--- config.mk ---
export PLATFORM = sky130hd
export DESIGN_NAME = mem_access_unit
export DESIGN_NICKNAME = d
export VERILOG_FILES = /design/src/rtl/mem_access_unit.sv
export SDC_FILE = /design/constraint.sdc
export NUM_CORES = 1
export LEC_CHECK = 0
export ABC_AREA = 0
export CORE_MARGIN = 2
export CORE_UTILIZATION = 45
export CTS_CLUSTER_SIZE = 28
export DETAILED_ROUTE_END_ITERATION = 16
export GPL_TIMING_DRIVEN = 0
export HOLD_SLACK_MARGIN = 0.02
export PLACE_DENSITY = 0.88
export SKIP_CTS_REPAIR_TIMING = 1
export SYNTH_ARGS = -nofsm -noshare
export SYNTH_HDL_FRONTEND = slang
export SYNTH_SLANG_ARGS = --single-unit
--- constraint.sdc ---
create_clock -name clk -period 2.9 [get_ports clk]
set_input_delay 0.29 -clock clk [delete_from_list [all_inputs] [get_ports clk]]
set_output_delay 0.29 -clock clk [all_outputs]
set_load 0.05 [all_outputs]
--- src/rtl/mem_access_unit.sv ---
// Memory-stage load/store unit: decodes the M-stage access, runs one req/ack
// transaction per instruction, extends load data and flags misalignment/timeouts.
module mem_access_unit #(
  parameter int TIMEOUT_CYCLES = 16
) (
  input  logic        clk,
  input  logic        rst_n,
  input  logic        MemWriteM,
  input  logic        MemtoRegM,
  input  logic [31:0] ALUOutM,
  input  logic [31:0] WriteDataM,
  input  logic [31:0] InstrM,
  input  logic        mem_ack,
  input  logic [31:0] mem_rdata,
  output logic        mem_req,
  output logic        mem_we,
  output logic [31:0] mem_addr,
  output logic [3:0]  mem_be,
  output logic [31:0] mem_wdata,
  output logic [31:0] ReadDataM,
  output logic        stall_m,
  output logic        addr_err,
  output logic        bus_err
);
  // state | meaning
  // IDLE  | waiting for an M-stage access; stalls while an aligned one is pending
  // REQ   | request on the bus, waiting for ack or timeout
  // DONE  | access finished, pipeline advances on this edge
  typedef enum logic [1:0] {IDLE, REQ, DONE} state_t;

  localparam int CW = $clog2(TIMEOUT_CYCLES + 1);
  localparam logic [CW-1:0] CNT_LAST = CW'(TIMEOUT_CYCLES - 1);

  state_t state, next_state;
  logic [CW-1:0] cnt;
  logic [5:0]  opcode;
  logic        op_valid, access, misaligned, start, last_wait;
  logic [3:0]  be_c;
  logic [31:0] wdata_c;
  logic [5:0]  op_q;
  logic [1:0]  off_q;
  logic [7:0]  byte_sel;
  logic [15:0] half_sel;
  logic [31:0] load_ext;

  assign opcode = InstrM[31:26];

  always_comb begin
    case (opcode)
      6'h20, 6'h21, 6'h23, 6'h24, 6'h25, 6'h28, 6'h29, 6'h2B: op_valid = 1'b1;
      default: op_valid = 1'b0;
    endcase
  end

  // opcode[1:0] encodes size (00 byte, 01 half, 11 word), opcode[2] unsigned, opcode[3] store
  assign access     = (MemtoRegM | MemWriteM) & op_valid;
  assign misaligned = ((opcode[1:0] == 2'b01) & ALUOutM[0]) |
                      ((opcode[1:0] == 2'b11) & (ALUOutM[1:0] != 2'b00));
  assign start      = access & ~misaligned;
  assign last_wait  = (cnt == CNT_LAST);

  always_comb begin
    case (opcode[1:0])
      2'b00: begin
        be_c    = 4'b0001 << ALUOutM[1:0];
        wdata_c = {4{WriteDataM[7:0]}};
      end
      2'b01: begin
        be_c    = ALUOutM[1] ? 4'b1100 : 4'b0011;
        wdata_c = {2{WriteDataM[15:0]}};
      end
      default: begin
        be_c    = 4'b1111;
        wdata_c = WriteDataM;
      end
    endcase
  end

  always_comb begin
    byte_sel = mem_rdata[{off_q, 3'b000} +: 8];
    half_sel = off_q[1] ? mem_rdata[31:16] : mem_rdata[15:0];
    case (op_q[1:0])
      2'b00:   load_ext = op_q[2] ? {24'b0, byte_sel} : {{24{byte_sel[7]}}, byte_sel};
      2'b01:   load_ext = op_q[2] ? {16'b0, half_sel} : {{16{half_sel[15]}}, half_sel};
      default: load_ext = mem_rdata;
    endcase
  end

  always_ff @(posedge clk or negedge rst_n) begin
    if (!rst_n) state <= IDLE;
    else        state <= next_state;
  end

  always_comb begin
    next_state = state;
    case (state)
      IDLE:    if (start) next_state = REQ;
      REQ:     if (mem_ack || last_wait) next_state = DONE;
      DONE:    next_state = IDLE;
      default: next_state = IDLE;
    endcase
  end

  // Gated by rst_n so a reset mid-access releases the pipeline immediately
  always_comb begin
    stall_m  = 1'b0;
    addr_err = 1'b0;
    if (rst_n) begin
      stall_m  = ((state == IDLE) & start) | (state == REQ);
      addr_err = (state == IDLE) & access & misaligned;
    end
  end

  always_ff @(posedge clk or negedge rst_n) begin
    if (!rst_n) begin
      cnt       <= '0;
      mem_req   <= 1'b0;
      mem_we    <= 1'b0;
      mem_addr  <= '0;
      mem_be    <= '0;
      mem_wdata <= '0;
      op_q      <= '0;
      off_q     <= '0;
      ReadDataM <= '0;
      bus_err   <= 1'b0;
    end else begin
      cnt     <= ((state == REQ) && (next_state == REQ)) ? cnt + 1'b1 : '0;
      bus_err <= (state == REQ) & ~mem_ack & last_wait;
      if ((state == IDLE) && start) begin
        mem_req   <= 1'b1;
        mem_we    <= opcode[3];
        mem_addr  <= {ALUOutM[31:2], 2'b00};
        mem_be    <= be_c;
        mem_wdata <= wdata_c;
        op_q      <= opcode;
        off_q     <= ALUOutM[1:0];
      end
      if (state == REQ) begin
        if (mem_ack) begin
          mem_req <= 1'b0;
          if (!op_q[3]) ReadDataM <= load_ext;
        end else if (last_wait) begin
          mem_req   <= 1'b0;
          ReadDataM <= '0;
        end
      end
    end
  end
endmodule

==> qor.csv <==
metric;value;unit
synth-compound-area-share;0.154;
netlist_area;5220;um^2
grt_pass1_wl;25.3;mm
io_pins;238;
synth.distinct_cells;42;
post-route-period-util;0.941;
timing.fmax;366;MHz
clockBufferDepth;2;
cts_root_buf;clkbuf_16;
core-area;11400;um^2
synth_top_family_by_area;multiplexers;
grt.overflow.total;0;
grt_max_degree;59;
crit_slowest_cell;nor4b_1;
tightest_slew;0.902;ns
clk_transition_reported_paths;0.05;ns
hold_ws;0.459;ns
fin_cells;814;
drt_iter0_drc;295;
synth_xor_area_frac;0.00336;
clock-sinks;113;
antenna_left;0;
hold_class;register to register;
p_leak;3.53;nW
final_layout_size_suffix_gt1_frac;0.194;
cap_violations;0;
fin_nets;793;
path_cells;nor4b_1 -> o2111a_1 -> nand2b_1 -> clkbuf_1 -> a21boi_0 -> buf_2;
rsz0062_at_grt;no;
final-setup-viol-count;0;
totalWireLength;15.8;mm
htreeDepth;4;
initial_core_util;0.459;
critPathMaxFanout;10;
antenna_found_initial;0;
finalHoldViolations;0;
relSlewSlack;0.396;
async_flop_share;1.00;
yosys_warnings;0;
netlist_instances;428;
cts_made_buffers;17;
final_util;0.716;
grt_use_total;0.260;
die_w;112;um
ys.flop_type;dfrtp_1;
slew_viol_final;0;
drt_first_pass_iters;4;
fin_tns_setup;0;ns
critPathBufInv;2;
crit_type;register to output pin;
synth_edf_count;0;
muxShareOfSynthArea;0.199;
cp.required;2.61;ns
synth-seq-cells;113;
slowest_delay;0.41;ns
crit_path_start_kind;register;
drc;0;
crit_family;compound AO/OA/AOI/OAI gates;
die_h;112;um
vias_per_cell;5.45;
dr_total_vias;4436;
powerDensity;1090;nW/um^2
vdd_drop_max;1060;uV
fin_crit;2.73;ns
dp.cells;781;
grt_pass1_vias;4748;
worstPathArrival;2.44;ns
dpl.hpwl;11.3;mm
p_total;8.88;mW
crit_path_end_kind;output pin;
worstSkewPairLatency;0.41;ns
status;finished clean;
gp_congestion;0.955;
row_count;39;
portBuffers;208;
yosys.area_share.simple;0.0544;
wl_per_cell;19.4;um
dieArea;12500;um^2
diodes;0;
areaGrowthSynthToFinish;55.9;%
syn_area_per_cell;12.2;um^2
synth_seq_area_share;0.542;
clock-skew-final;0.00407;ns
synthAdderAreaFrac;0.00480;
cts_tree;yes;
synth_stat cells, types with 8 or more instances:
cell,instances,area [um^2]
a21oi_1,18,90.1
a221o_2,9,101
a22o_1,9,78.8
clkbuf_1,17,63.8
dfrtp_1,113,2830
inv_1,13,48.8
mux2_2,68,766
mux2i_1,27,270
nand2_1,15,56.3
nor2_1,15,56.3
nor3_1,8,40.0
o21ai_0,47,235
final cells by class:
| type | count | area (um^2) |
|---|---|---|
| Buffer | 34 | 173 |
| Clock buffer | 20 | 457 |
| Clock inverter | 12 | 163 |
| Fill cell | 795 | 3230 |
| Inverter | 13 | 48.8 |
| Multi-Input combinational cell | 269 | 2180 |
| Sequential cell | 113 | 2830 |
| Tap cell | 143 | 179 |
| Timing Repair Buffer | 210 | 2110 |
stage by stage:
stage / setup slack [ns] / area, um^2
final: 0.170 / 8140
after global routing: 0.0254 / 8140
after CTS: -0.462 / 8130
after detailed placement: -0.457 / 7510
after global placement: -3.18 / 7480
after floorplan: 0.208 / 5220
cells in the final DEF, fill, tap and decap left out, drive strengths merged, types with 8 or more instances in the layout:
master / instances
clkdlybuf4s50: 205
dfrtp: 113
mux2: 68
o21ai: 47
clkbuf: 37
mux2i: 27
buf: 20
a21oi: 18
a221o: 16
nand2: 15
nor2: 15
inv: 13
a22o: 9
nor3: 8
logic make-up after synthesis:
logic type | Yosys count
other | 1
multiplexers | 95
AND/OR/NAND/NOR | 55
buffers and inverters | 47
XOR/XNOR | 2
adder cells (fa/ha/maj) | 2
AO/OA/AOI/OAI | 113
flip-flops | 113
path summary, 6_finish.rpt:
| check | slack (ns) | cells after the start | start | end |
|---|---|---|---|---|
| max | 0.17 | 6 | state[0] | stall_m |
| min | 0.46 | 1 | cnt[0] | cnt[0] |
| max in group asynchronous | 1.67 | 3 | rst_n | mem_addr[21] |
| min in group asynchronous | 0.50 | 2 | rst_n | bus_err |
| min reg2reg | 0.46 | 1 | cnt[0] | cnt[0] |
| max reg2reg | 0.60 | 8 | cnt[0] | ReadDataM[31] |
worst register-to-register path, stage by stage, from the launching register on:
cell and delay (ns):
dfrtp_1 0.36, ha_1 0.19, and3_1 0.17, ha_1 0.18, nor2_1 0.06, nor2_1 0.22, nand2_1 0.25, clkbuf_1 0.31
a221o_2 0.45
report_power, final:
group	leakage, nW	internal [mW]	switching (mW)	total [mW]
sequential	1.41	2.13	0.318	2.44
clock	0.309	1.47	0.716	2.19
combinational	1.82	1.56	2.69	4.25
total	3.53	5.15	3.73	8.88
layer usage:
layer,wire [um],up-vias,track usage
met5,0,-,0
met4,542,0,0.127
met3,1200,41,0.0838
met2,7710,198,0.428
met1,6320,2165,0.310
li1,-,2032,-
sequential cells by signal, indices dropped and copies added (netlist names):
name,flops
off_q,2
mem_be,4
op_q,3
bus_err,1
state,2
mem_wdata,32
mem_req,1
mem_addr,30
mem_we,1
ReadDataM,32
cnt,5
Power figures use the tool's default switching activity.
